==> src/rtl/regfile_pkg.sv <==
// regfile_pkg: shared constants, depth helper and busy-vector type for the register file
package regfile_pkg;
  localparam int DATA_W_DEF = 16;
  localparam int ADDR_W_DEF = 4;
  function automatic int depth_of(input int aw);
    return 1 << aw;
  endfunction
  localparam int DEPTH_DEF = depth_of(ADDR_W_DEF);
  typedef logic [DEPTH_DEF-1:0] busy_vec_t;
endpackage

==> src/rtl/regfile_if.sv <==
// regfile_if: decode/writeback bus of the register file
// master = decode/writeback side (drives write, reads, reserve); slave = regfile_2r1w
interface regfile_if #(
  parameter int DATA_W = regfile_pkg::DATA_W_DEF,
  parameter int ADDR_W = regfile_pkg::ADDR_W_DEF
);
  import regfile_pkg::*;
  localparam int DEPTH = depth_of(ADDR_W);
  logic              w_en;
  logic [ADDR_W-1:0] w_addr;
  logic [DATA_W-1:0] w_data;
  logic              rp_en;
  logic [ADDR_W-1:0] rp_addr;
  logic [DATA_W-1:0] rp_data;
  logic              rp_busy;
  logic              rq_en;
  logic [ADDR_W-1:0] rq_addr;
  logic [DATA_W-1:0] rq_data;
  logic              rq_busy;
  logic              rsv_en;
  logic [ADDR_W-1:0] rsv_addr;
  logic [DEPTH-1:0]  busy_vec;
  modport master (
    output w_en, w_addr, w_data, rp_en, rp_addr, rq_en, rq_addr, rsv_en, rsv_addr,
    input  rp_data, rp_busy, rq_data, rq_busy, busy_vec
  );
  modport slave (
    input  w_en, w_addr, w_data, rp_en, rp_addr, rq_en, rq_addr, rsv_en, rsv_addr,
    output rp_data, rp_busy, rq_data, rq_busy, busy_vec
  );
endinterface

==> src/rtl/regfile_scoreboard.sv <==
// regfile_scoreboard: per-register busy flops; reserve beats write-clear, register 0 masked when ZERO_REG
// ports: clk, rst (async active-low), w_en/w_addr clear, rsv_en/rsv_addr set,
//        busy (flop state), busy_next (state after this edge, used by the read ports)
module regfile_scoreboard
  import regfile_pkg::*;
#(
  parameter int ADDR_W   = ADDR_W_DEF,
  parameter int ZERO_REG = 1,
  localparam int DEPTH   = depth_of(ADDR_W)
) (
  input  logic              clk,
  input  logic              rst,
  input  logic              w_en,
  input  logic [ADDR_W-1:0] w_addr,
  input  logic              rsv_en,
  input  logic [ADDR_W-1:0] rsv_addr,
  output logic [DEPTH-1:0]  busy,
  output logic [DEPTH-1:0]  busy_next
);
  always_comb begin
    busy_next = busy;
    if (w_en) busy_next[w_addr] = 1'b0;
    if (rsv_en && !(ZERO_REG != 0 && rsv_addr == '0)) busy_next[rsv_addr] = 1'b1;
  end
  always_ff @(posedge clk or negedge rst)
    if (!rst) busy <= '0;
    else busy <= busy_next;
endmodule

==> src/rtl/regfile_2r1w.sv <==
// regfile_2r1w: 2-read/1-write register file with write-first bypass, optional zero register and busy scoreboard
// ports: clk, rst (async active-low), bus (regfile_if.slave: write, two read ports, reserve, busy_vec)
module regfile_2r1w
  import regfile_pkg::*;
#(
  parameter int DATA_W   = DATA_W_DEF,
  parameter int ADDR_W   = ADDR_W_DEF,
  parameter int ZERO_REG = 1,
  localparam int DEPTH   = depth_of(ADDR_W)
) (
  input logic       clk,
  input logic       rst,
  regfile_if.slave  bus
);
  logic [DATA_W-1:0] mem [DEPTH];
  logic [DEPTH-1:0]  busy_next;
  logic              w_ok;
  logic [DATA_W-1:0] rp_val, rq_val;
  // mem[0] is never written when ZERO_REG, so it reads back its reset value of 0
  assign w_ok   = bus.w_en && !(ZERO_REG != 0 && bus.w_addr == '0);
  assign rp_val = (w_ok && bus.w_addr == bus.rp_addr) ? bus.w_data : mem[bus.rp_addr];
  assign rq_val = (w_ok && bus.w_addr == bus.rq_addr) ? bus.w_data : mem[bus.rq_addr];
  regfile_scoreboard #(.ADDR_W(ADDR_W), .ZERO_REG(ZERO_REG)) u_sb (
    .clk       (clk),
    .rst       (rst),
    .w_en      (bus.w_en),
    .w_addr    (bus.w_addr),
    .rsv_en    (bus.rsv_en),
    .rsv_addr  (bus.rsv_addr),
    .busy      (bus.busy_vec),
    .busy_next (busy_next)
  );
  always_ff @(posedge clk or negedge rst)
    if (!rst) begin
      mem         <= '{default: '0};
      bus.rp_data <= '0;
      bus.rp_busy <= 1'b0;
      bus.rq_data <= '0;
      bus.rq_busy <= 1'b0;
    end else begin
      if (w_ok) mem[bus.w_addr] <= bus.w_data;
      if (bus.rp_en) begin
        bus.rp_data <= rp_val;
        bus.rp_busy <= busy_next[bus.rp_addr];
      end
      if (bus.rq_en) begin
        bus.rq_data <= rq_val;
        bus.rq_busy <= busy_next[bus.rq_addr];
      end
    end
endmodule

==> src/flat_wrapper.sv <==
// flat-port wrapper written by rule: the top's interface ports become plain ports
module regfile_2r1w_flat import regfile_pkg::*;
#(
  parameter int DATA_W   = DATA_W_DEF,
  parameter int ADDR_W   = ADDR_W_DEF,
  parameter int ZERO_REG = 1,
  localparam int DEPTH   = depth_of(ADDR_W)
)
  (clk, rst, bus_w_en, bus_w_addr, bus_w_data, bus_rp_en, bus_rp_addr, bus_rq_en, bus_rq_addr, bus_rsv_en, bus_rsv_addr, bus_rp_data, bus_rp_busy, bus_rq_data, bus_rq_busy, bus_busy_vec);
  regfile_if #(.DATA_W(DATA_W), .ADDR_W(ADDR_W)) bus_i ();
  input logic clk;
  input logic rst;
  input wire logic [$bits(bus_i.w_en)-1:0] bus_w_en;
  input wire logic [$bits(bus_i.w_addr)-1:0] bus_w_addr;
  input wire logic [$bits(bus_i.w_data)-1:0] bus_w_data;
  input wire logic [$bits(bus_i.rp_en)-1:0] bus_rp_en;
  input wire logic [$bits(bus_i.rp_addr)-1:0] bus_rp_addr;
  input wire logic [$bits(bus_i.rq_en)-1:0] bus_rq_en;
  input wire logic [$bits(bus_i.rq_addr)-1:0] bus_rq_addr;
  input wire logic [$bits(bus_i.rsv_en)-1:0] bus_rsv_en;
  input wire logic [$bits(bus_i.rsv_addr)-1:0] bus_rsv_addr;
  output wire logic [$bits(bus_i.rp_data)-1:0] bus_rp_data;
  output wire logic [$bits(bus_i.rp_busy)-1:0] bus_rp_busy;
  output wire logic [$bits(bus_i.rq_data)-1:0] bus_rq_data;
  output wire logic [$bits(bus_i.rq_busy)-1:0] bus_rq_busy;
  output wire logic [$bits(bus_i.busy_vec)-1:0] bus_busy_vec;
  assign bus_i.w_en = bus_w_en;
  assign bus_i.w_addr = bus_w_addr;
  assign bus_i.w_data = bus_w_data;
  assign bus_i.rp_en = bus_rp_en;
  assign bus_i.rp_addr = bus_rp_addr;
  assign bus_i.rq_en = bus_rq_en;
  assign bus_i.rq_addr = bus_rq_addr;
  assign bus_i.rsv_en = bus_rsv_en;
  assign bus_i.rsv_addr = bus_rsv_addr;
  assign bus_rp_data = bus_i.rp_data;
  assign bus_rp_busy = bus_i.rp_busy;
  assign bus_rq_data = bus_i.rq_data;
  assign bus_rq_busy = bus_i.rq_busy;
  assign bus_busy_vec = bus_i.busy_vec;
  regfile_2r1w #(.DATA_W(DATA_W), .ADDR_W(ADDR_W), .ZERO_REG(ZERO_REG)) u_core (.clk(clk), .rst(rst), .bus(bus_i));
endmodule
==> config.mk <==
export PLATFORM = sky130hd
export DESIGN_NAME = regfile_2r1w_flat
export DESIGN_NICKNAME = d
export VERILOG_FILES = /design/src/rtl/regfile_pkg.sv /design/src/rtl/regfile_if.sv /design/src/rtl/regfile_scoreboard.sv /design/src/rtl/regfile_2r1w.sv /design/src/flat_wrapper.sv
export SDC_FILE = /design/constraint.sdc
export NUM_CORES = 1
export LEC_CHECK = 0
export CORE_MARGIN = 2
export CORE_UTILIZATION = 50
export CTS_BUF_LIST = sky130_fd_sc_hd__clkbuf_2
export DETAILED_ROUTE_END_ITERATION = 8
export PLACE_DENSITY = 0.75
export REMOVE_ABC_BUFFERS = 1
export SKIP_CTS_REPAIR_TIMING = 1
export SLEW_MARGIN = 20
export SYNTH_ARGS = -nofsm -noshare
export SYNTH_HDL_FRONTEND = slang
export SYNTH_SLANG_ARGS = --single-unit
==> constraint.sdc <==
create_clock -name clk -period 1.5 [get_ports clk]
set_clock_uncertainty 0.1 [all_clocks]
set_input_delay 0.15 -clock clk [delete_from_list [all_inputs] [get_ports clk]]
set_output_delay 0.15 -clock clk [all_outputs]
set_load 0.03 [all_outputs]
Yosys cells after proc, flatten, opt, wreduce, memory -nomap -nowiden. Index checks and enable logic that the tools add are counted.

Eq/ne operators: 2. Bitwise logic cells: 6. Muxes and demuxes: 21. Shift-type cells: 0. Add/subtract/negate cells: 0. Div/mod/pow operators: 0. Magnitude comparators: 10. Multiply operators: 0. Reductions and logical operators: 11.

Operator list (number): $bwmux W256 (1); $mux W16 (9); $bmux W16 S4 (2); $demux W16 S4 (1); $lt A4 B5 Y1 const B (4); $and A16 B16 Y16 (1); $not A16 Y16 (1); $or A16 B16 Y16 (1); $ge A5 B5 Y1 const B (3); $not A4 Y5 (3); $bmux W1 S4 (2); $demux W1 S4 (2); $eq A4 B4 Y1 (2); $ge A4 B1 Y1 const B (2); $logic_not A4 Y1 (2); $logic_and A1 B1 Y1 (7); $lt A5 B1 Y1 const B (1); $mux W1 (4); $logic_not A1 Y1 (2).

Output and inout port bits: 50. Memories kept: 0. Word-level logic and storage cells: 71. Input port bits: 38. Register bits: 306. Bits in read-only memories: 0. Latch bits: 0. Memory bits (writable): 0.

Longest topological paths before layout. Gate-level depths: netlist (run 1).

Word-level depth: 11. Depth in mapped cells: 10. Gate-level depth less buffers: 6.

Modules after synthesis. Synthesis (run 1) repeated with hierarchy kept, for this count alone.

Cells, all modules: 1330. Area, all modules: 16219.3 µm².

By module, submodules not included: regfile_2r1w (cells an instance 1259, instances 1, area an instance 15514.9 µm², seq. area each 7257.0 µm²); regfile_scoreboard (cells an instance 71, instances 1, area an instance 704.4 µm², seq. area each 400.4 µm²).

Worst setup path after synthesis (run 1). OpenSTA, ideal clock, no wires.

Kind: input port to flip-flop. From: in bus_w_addr[3]. To: reg u_core.mem[197] in the netlist's numbering. Setup time: 125 ps. Path buffers: 2. Arrival: 1741 ps. Cell stages on the path: 5. Required time: 1275 ps. Setup slack: -466 ps. Path through: buf_2 > or3b_2 > nor2_1 > buf_2 > mux2_2.

Cells in the longest elaborated chain, start to end: 6. Elaborated cells on any way between the ends: 10. Those cells by class: order compare: 2; mux: 3; bitwise: 1; reduce/logical: 4.

Ends and longest elaborated chain: start, declared (line flat_wrapper.sv:14) `input wire logic [$bits(bus_i.w_addr)-1:0] bus_w_addr;`; $not A4 Y5 (implied by the code) (line regfile_2r1w.sv:41) `if (w_ok) mem[bus.w_addr] <= bus.w_data;`; $ge A5 B5 Y1 (implied by the code) / $lt A5 B1 Y1 (equally long branches) (line regfile_2r1w.sv:41); $logic_and A1 B1 Y1 (implied by the code) (line regfile_2r1w.sv:41); $mux W16 (implied by the code) (line regfile_2r1w.sv:41); $demux W16 S4 (line regfile_2r1w.sv:41); $bwmux W256 (line regfile_2r1w.sv:41); end signal, assigned by index (line regfile_2r1w.sv:41); end, declared (line regfile_2r1w.sv:15) `logic [DATA_W-1:0] mem [DEPTH];`.

Parallel ways exist; a longest one is shown, timed or not. A chain may end at the register's enable or synchronous reset.

Worst setup path in the final report (run 1).
From: reg u_core.mem[178] in the netlist's numbering. To: reg u_core.bus.rq_data[2].

Cells in the longest elaborated chain, start to end: 4.

Ends and longest elaborated chain: $bmux W16 S4 (line regfile_2r1w.sv:22) `assign rq_val = (w_ok && bus.w_addr == bus.rq_addr) ? bus.w_data : mem[bus.rq_addr];`; $mux W16 (implied by the code) (2 in series) (line regfile_2r1w.sv:22); $mux W16 (line regfile_2r1w.sv:22); end signal, assigned (line regfile_2r1w.sv:47) `bus.rq_data <= rq_val;`; end, declared (line regfile_if.sv:29) `output rp_data, rp_busy, rq_data, rq_busy, busy_vec`.

Every way passes these cells. The select of a mux whose other input is x is not followed.

==> summary.md, run 1 <==
| Metric | Value |
|---|---|
| Nets | 1486 |
| Vias | about 12000 |
| Share of the synthesized area in the top cell type | 47.49% |
| Fin area | 20530 µm² |
| Slew Limit Fails | 0 |
| Vias in the first global route | about 12000 |
| Internal | 0.01719 W |
| Drt total wl | 45220 µm |
| Crit-path leading delay family | compound AO/OA/AOI/OAI gates |
| Switch Pwr | 0.007751 W |
| Syn Inst Count | 1162 |
| Pin count of the biggest net entering global routing | 73 |
| Initial antenna violation count | 1 |
| CP most frequent cell | a21oi_1 |
| Clk_lat worst skew | 0.91 ns |
| Clock-pin transition on the worst setup and hold timing paths | 0.11 ns |
| Maximum vdd drop | 0.0004716 V |
| Post-Place Cells | 1720 |
| Critical path buffers and inverters | 0 |
| CTS H-Tree Depth | 3 |
| Fin. Hold Viols | 0 |
| Clk sink count | ~310 |
| Final WS setup | -0.3316 ns |
| Worst Setup EP | u_core.bus.rq_data[2] |
| Total chip power | 0.02494 W |
| Post-synthesis async set-or-reset flop share | 100.0% |
| Post-Place Setup Slack | -0.9798 ns |
| Top_reg_cell synth | dfrtp_1 |
| Tot GR Track Use | 26.89% |
| Number of cell rows | 65 |
| Average wire per standard cell | 23.76 µm |
| CP startpoint kind | flop |
| Full die area | 33700 µm² |
| Final setup fails | 85 |
| Met1 Routed Length | 18770 µm |
| Fmax | 546.0 MHz |
| Slowest stage delay, CP | 0.46 ns |
| Mean post-synth cell area | approximately 14 µm² |
| Antenna-violating nets left | 0 |
| Placer Congestion | between 0.8 and 0.9 |
| Flop-to-flop setup slack | -0.33 ns |
| DP Area | 18710 µm² |
| Metal2 WL | 22160 µm |
| Setup CP Type | flop to flop |
| Max_cap viols | 0 |
| Worst Path Required | 2.15 ns |
| I/O Buffers | 87 |
| Die Ht | 183.6 µm |
| CTS tree | yes |
| Crit end category | flop |
| WP depth | 6 |
| Relative slew margins | 61.24% |
| Fraction of layout cells with a size suffix above 1 | between 50 and 60% |
| Fin cells | 1903 |
| Sw Ratio | 31.07% |
| CP Data Arrival Time | approximately 2.5 ns |
| CTS max path bufs | 3 |
| Hold Path Class | primary input to flop |
| Worst-path fanout max | 3 |
| Unique masters post-synth | 41 |
| Dpl hpwl | 29190 µm |
| Worst-Margin Slew | a little under 0.6 ns |
| Critical R2R Launch | u_core.mem[178] |
| Starting Density | 50.97% |
| Minimum clock period | roughly 1.8 ns |
| Leak | 8.885 nW |
| Crit path from | u_core.mem[178] |
| Iter 0 DRT Violations | just over 900 |
| CTS Root Cell | clkbuf_2 |
| Final core utilization | between 60% and 70% |
| Io pins | 88 |
| # fillers | 2262 |
| RSZ-0062 raised after global routing | true |
| EDFF count, synth | 0 |
| Uppermost layer routed | met4 |
| Routed length on met3 | 3030 µm |
| Flop pwr share | between 40% and 50% |
| Status | finished, violations left |
| Synthesis-to-layout area growth | 27.34% |
| Slowest cell on crit path | mux4_2 |
| Post-Syn Area | 16130 µm² |
| Core Region | between 30000 and 40000 µm² |
| RR Endpoint | u_core.bus.rq_data[2] |
| Final Cycle Share | 122.1% |
| TritonRoute pass-1 iters | 5 |
| Gate power share | between 20% and 30% |
| Clock power share | 24.7% |
| Area leader, netlist | dfrtp_1 |
| DRC | 0 |
| Gr ovfl total | 0 |
| Sequential cell area fraction in the yosys report | 47.49% |
| Die width | around 180 µm |
| FF-to-FF path depth | 6 |
| Seq cells post-synth | between 300 and 400 |
| Vias/cell | 6.182 |
| Dominant cells by area after synthesis | dfrtp_1 47%, mux4_2 18%, mux2_2 17%, a211oi_1 3.0%, a21oi_1 2.2% |
| Crit-path cells | mux4_2 > nor2b_4 > a211oi_2 > a211oi_1 > a21oi_1 > a21oi_1 |
| Syn. warnings | 0 |
| CTS Buf Count | 81 |
| Failing checks | setup timing |
| P per Cell Area | 1215 nW/µm² |
| Global-route wire length before repair | 68770 µm |
-- cell type report --
class | instances | area, µm² | share of cell area (%)
Antenna cell | 1 | 2.502 | 0.01219
Clock buffer | 116 | 580.6 | 2.827
Clock inverter | 19 | 178.9 | 0.8714
Inverter | 5 | 18.77 | 0.09140
Multi-Input combinational cell | 724 | 8451 | 41.16
Sequential cell | 306 | 7657 | 37.29
Tap cell | 402 | 503.0 | 2.450
Timing Repair Buffer | 330 | 3142 | 15.30
-- cells in the mapped netlist (12+ instances only) --
cell / instances
buf_2: 41
a211oi_1: 64
nor2b_1: 41
dfrtp_1: 306
o21ai_0: 12
mux2i_1: 32
a21oi_1: 70
mux2_2: 240
nor2_1: 49
clkbuf_1: 68
nand2_1: 22
mux4_2: 130
-- worst min path at each step --
stage,start,endpoint,slack (ns),cells after the start
2_1_floorplan,rst,u_core.bus.rp_busy,-0.25,0
3_3_place_gp,rst,u_core.bus.rp_data[7],-0.08,1
3_5_place_dp,rst,u_core.bus.rp_data[7],-0.08,1
4_1_cts,rst,u_core.mem[247],-1.03,1
5_1_grt,bus_rq_en,u_core.bus.rq_data[14],0.02,3
6_report,bus_rp_addr[3],u_core.bus.rp_data[5],0.006,7
-- registers in the layout, indices dropped and copies added, names as in the netlist --
signal,flops
u_core.mem,256
u_core.bus.rp_data,16
u_core.bus.rq_data,16
u_core.u_sb.busy,16
u_core.bus.rp_busy,1
u_core.bus.rq_busy,1
-- layout by cell type, fill, tap and decap left out, drive strengths merged, types with 2 or more instances in the layout --
cell,n
nor2,49
a221o,4
clkinv,12
a211oi,64
mux4,130
nor3b,2
o21ai,14
a221oi,2
mux2i,32
a32o,4
a21boi,3
nor2b,41
inv,8
a22oi,2
and3,3
buf,283
a21oi,70
bufinv,4
o311a,2
nand2,22
nand4,2
nand3,7
clkdlybuf4s50,26
dfrtp,306
o22ai,2
a41oi,2
clkbuf,116
xnor2,8
nand2b,8
and3b,3
mux2,240
nand3b,2
dlygate4sd3,21
-- per-layer routing --
metal / GRT usage (%) / vias up
met5: 0 / -
met1: 36.97 / 6188
met3: 5.487 / 84
li1: - / 5029
met2: 42.66 / 464
met4: 10.02 / 0
-- worst min-delay path, delay by kind of cell --
| family | cells | cell delay [ns] |
|---|---|---|
| buf+inv | 2 | 0.30 |
| simple gates | 2 | 0.19 |
| xor+xnor | 1 | 0.08 |
| compound gates | 2 | 0.20 |
-- cell families after synthesis --
family,Yosys count,synth area share [%]
mux,402,36.90
compound gates,173,6.976
flops,306,47.49
simple gates,141,4.485
xor+xnor,8,0.4345
buf+inv,132,3.717
-- metrics by stage --
step           setup TNS [ns]  hold slack [ns]
2_1_floorplan          -47.37          -0.2456
3_3_place_gp          -193.97         -0.08358
3_5_place_dp          -198.75         -0.08042
4_1_cts                -47.40           -1.029
5_1_grt                -21.78          0.01650
6_report               -17.04         0.006172
-- power by group through the flow --
stage / Sequential (W) / Clock (W) / Combinational (W)
after floorplan: 0.0114 / 0 / 0.00375
after global placement: 0.0112 / 0 / 0.00646
after detailed placement: 0.0114 / 0 / 0.00663
after CTS: 0.0112 / 0.00631 / 0.00666
after global routing: 0.0115 / 0.00678 / 0.00797
final: 0.0113 / 0.00617 / 0.00746
(Power assumes the default switching activity.)
==> run 2, diff against run 1 <==
- CTS_CLUSTER_DIAMETER: default -> 150
==> results of run 2 <==
Same layout as run 1: the final DEF is identical, and so are final timing and power.
==> run 3, diff against run 2 <==
- PLACE_DENSITY: 0.75 -> 0.73
- clock period: 1.5 -> 1.9 ns (I/O delays scaled with it)
==> run 3 against run 2 <==
Compared with the run above: the flow now finishes without violations; hold slack better by 0.036 ns; combinational power is 31% lower; total power is 25% lower; routed wire length is 4.9% lower.
==> summary.md, run 3 (synthesized netlist as in run 1, its figures left out) <==
| Metric | Value |
|---|---|
| Number of cell rows | 65 (unchanged) |
| Vias | 11400 (-3.1%) |
| Slew Limit Fails | 0 (unchanged) |
| DRC | 0 (unchanged) |
| Hold Startpoint | bus_rq_addr[1] |
| Vias/cell | 6.180 (about the same) |
| Worst Path Required | 2.51 ns (+0.36 ns) |
| CTS tree | yes |
| CP Data Arrival Time | 2.49 ns (about the same) |
| Fraction of layout cells with a size suffix above 1 | 49.93% (-9.1 points) |
| I/O Buffers | 87 (unchanged) |
| Gr ovfl total | 0 (unchanged) |
| Dpl hpwl | 28270 µm (-3.1%) |
| Drt total wl | 43000 µm (-4.9%) |
| Crit-path cells | buf_6 > mux4_2 > nor2b_4 > a211oi_2 > a211oi_2 > a21oi_2 > a21oi_2 |
| Cells on Worst Hold Path | 5 (-2) |
| Nets | 1423 (-4.2%) |
| Clock-pin transition on the worst setup and hold timing paths | 0.10 ns (about the same) |
| Full die area | 33700 µm² (unchanged) |
| Global-route wire length before repair | 66330 µm (-3.5%) |
| Crit path from | u_core.mem[235] |
| Initial antenna violation count | 2 (+1) |
| Tot GR Track Use | 25.93% (-0.96 points) |
| Max_cap viols | 0 (unchanged) |
| Hold Path Class | primary input to flop |
| FF-to-FF path depth | 7 (+1) |
| RSZ-0062 raised after global routing | true |
| Fin cells | 1845 (-3.0%) |
| Most frequent cells in the layout | 306 x dfrtp_1, 240 x mux2_2, 140 x buf_4 |
| Reg with most FFs | u_core.mem |
| Post-Place Setup Slack | -0.5498 ns (+0.4300 ns) |
| Fin. Hold Viols | 0 (unchanged) |
| Crit end category | flop |
| Synthesis-to-layout area growth | 21.41% |
| Slowest stage delay, CP | 0.44 ns (-0.02 ns) |
| RR Endpoint | u_core.bus.rq_data[11] |
| Slowest cell on crit path | mux4_2 |
| WHS Endpoint | u_core.bus.rq_busy |
| Leak | 8.700 nW (-2.1%) |
| Critical path buffers and inverters | 1 (+1) |
| Pin count of the biggest net entering global routing | 77 (+5.5%) |
| Die Ht | 183.6 µm (unchanged) |
| CTS H-Tree Depth | 3 (unchanged) |
| Status | complete, no violations |
| Critical R2R Launch | u_core.mem[235] |
| Fin Hold WS | 0.04216 ns (+0.03599 ns) |
| Final setup fails | 0 (-100%) |
| Most common cell after layout, fill and taps aside | dfrtp_1 |
| Setup TNS | 0 ns (+17.04 ns) |
| Crit-path leading delay family | compound AO/OA/AOI/OAI gates |
| Placer Congestion | 0.9226 (+5.6%) |
| Starting Density | 50.97% (unchanged) |
| Clk sink count | 306 (unchanged) |
| Register area | 7657 µm² (unchanged) |
| Fmax | 531.9 MHz (-2.6%) |
| Clk_lat worst skew | 0.88 ns (-0.03 ns) |
| # fillers | 2432 (+7.5%) |
| Iter 0 DRT Violations | 861 (-7.7%) |
| Post-Place Cells | 1694 (-1.5%) |
| Flop-to-flop setup slack | 0.02 ns (+0.35 ns) |
| TritonRoute pass-1 iters | 9 (+4) |
| CP startpoint kind | flop |
| Average wire per standard cell | 23.31 µm (-1.9%) |
| Area of the multi-input gates | 7991 µm² (-5.4%) |
| Core Region | 31640 µm² (unchanged) |
| Maximum vdd drop | 0.0004798 V (+1.7%) |
| CTS Buf Count | 80 (-1.2%) |
| Vias in the first global route | 11770 (-2.6%) |
| Total chip power | 0.01872 W (-25%) |
| Minimum clock period | 1.880 ns (+0.04829 ns) |
| Die width | 183.6 µm (unchanged) |
| Antenna-violating nets left | 0 (unchanged) |
| Max FFs per register | 256 (unchanged) |
| Final Cycle Share | 98.94% (-23 points) |
| Final WS setup | 0.02010 ns (+0.3517 ns) |
| Relative slew margins | 56.95% (-4.3 points) |
| CTS Root Cell | clkbuf_2 |
| Setup CP Type | flop to flop |
| Worst-Margin Slew | 0.6437 ns (+0.06352 ns) |
| CTS max path bufs | 3 (unchanged) |
| Io pins | 88 (unchanged) |
| P per Cell Area | 956.2 nW/µm² (-21%) |
| Worst-path fanout max | 2 (-1) |
run 3: changes by cell type in the layout (fill, tap and decap cells not counted), moves of 11 or more:
cell and delta:
buf_6 -58, buf_4 -48, a211oi_1 +37, dlymetal6s2s_1 +36, a211oi_2 -34, nor2b_1 +22, nor2b_4 -22, dlygate4sd3_1 -13
clkinv_1 +11
run 3: worst register-to-register path, stage by stage, from the launching register on:
cell and delay, ns:
dfrtp_1 0.41, buf_6 0.12, mux4_2 0.44, nor2b_4 0.14, a211oi_2 0.19, a211oi_2 0.06
a21oi_2 0.24, a21oi_2 0.08
run 3: cell type report:
cell class / instances / area share, %
Tap cell: 402 / 2.569
Multi-Input combinational cell: 724 / 40.82
Clock buffer: 112 / 2.863
Antenna cell: 1 / 0.01278
Timing Repair Buffer: 268 / 13.58
Inverter: 5 / 0.09587
Clock inverter: 27 / 0.9459
Sequential cell: 306 / 39.11
run 3: per-stage QoR:
stage	instance area (µm²)	utilization [%]
finish	19580	61.88
global route	19580	61.88
CTS	19340	61.14
detailed placement	18600	58.79
global placement	18600	58.79
floorplan	15540	-
run 3: power breakdown:
group          internal, W  leakage [nW]  switching [W]  total, W
sequential         0.00789          3.75       0.000977   0.00887
combinational      0.00301          4.40        0.00211   0.00512
clock              0.00199         0.549        0.00274   0.00473
total               0.0129          8.70        0.00583    0.0187
run 3: layer usage:
metal	routed length (µm)	track usage (%)	part of all wire, %	vias to the layer above
met5	10	0	0.023	-
met3	2688	4.675	6.3	102
met4	1209	9.856	2.8	2
met1	17980	34.31	42	5948
li1	-	-	-	4916
met2	21110	42.97	49	434
run 3: how the worst max path moves through the flow:
stage                     slack, ns                endpoint  cells past startpoint
after floorplan               -0.12      u_core.bus.rp_busy                      6
after global placement        -0.50      u_core.bus.rq_busy                      8
final                          0.02  u_core.bus.rq_data[11]                      7
after CTS                     -0.45         bus_busy_vec[2]                      1
after global routing          -0.08   u_core.bus.rq_data[6]                      6
after detailed placement      -0.55      u_core.bus.rp_busy                      7
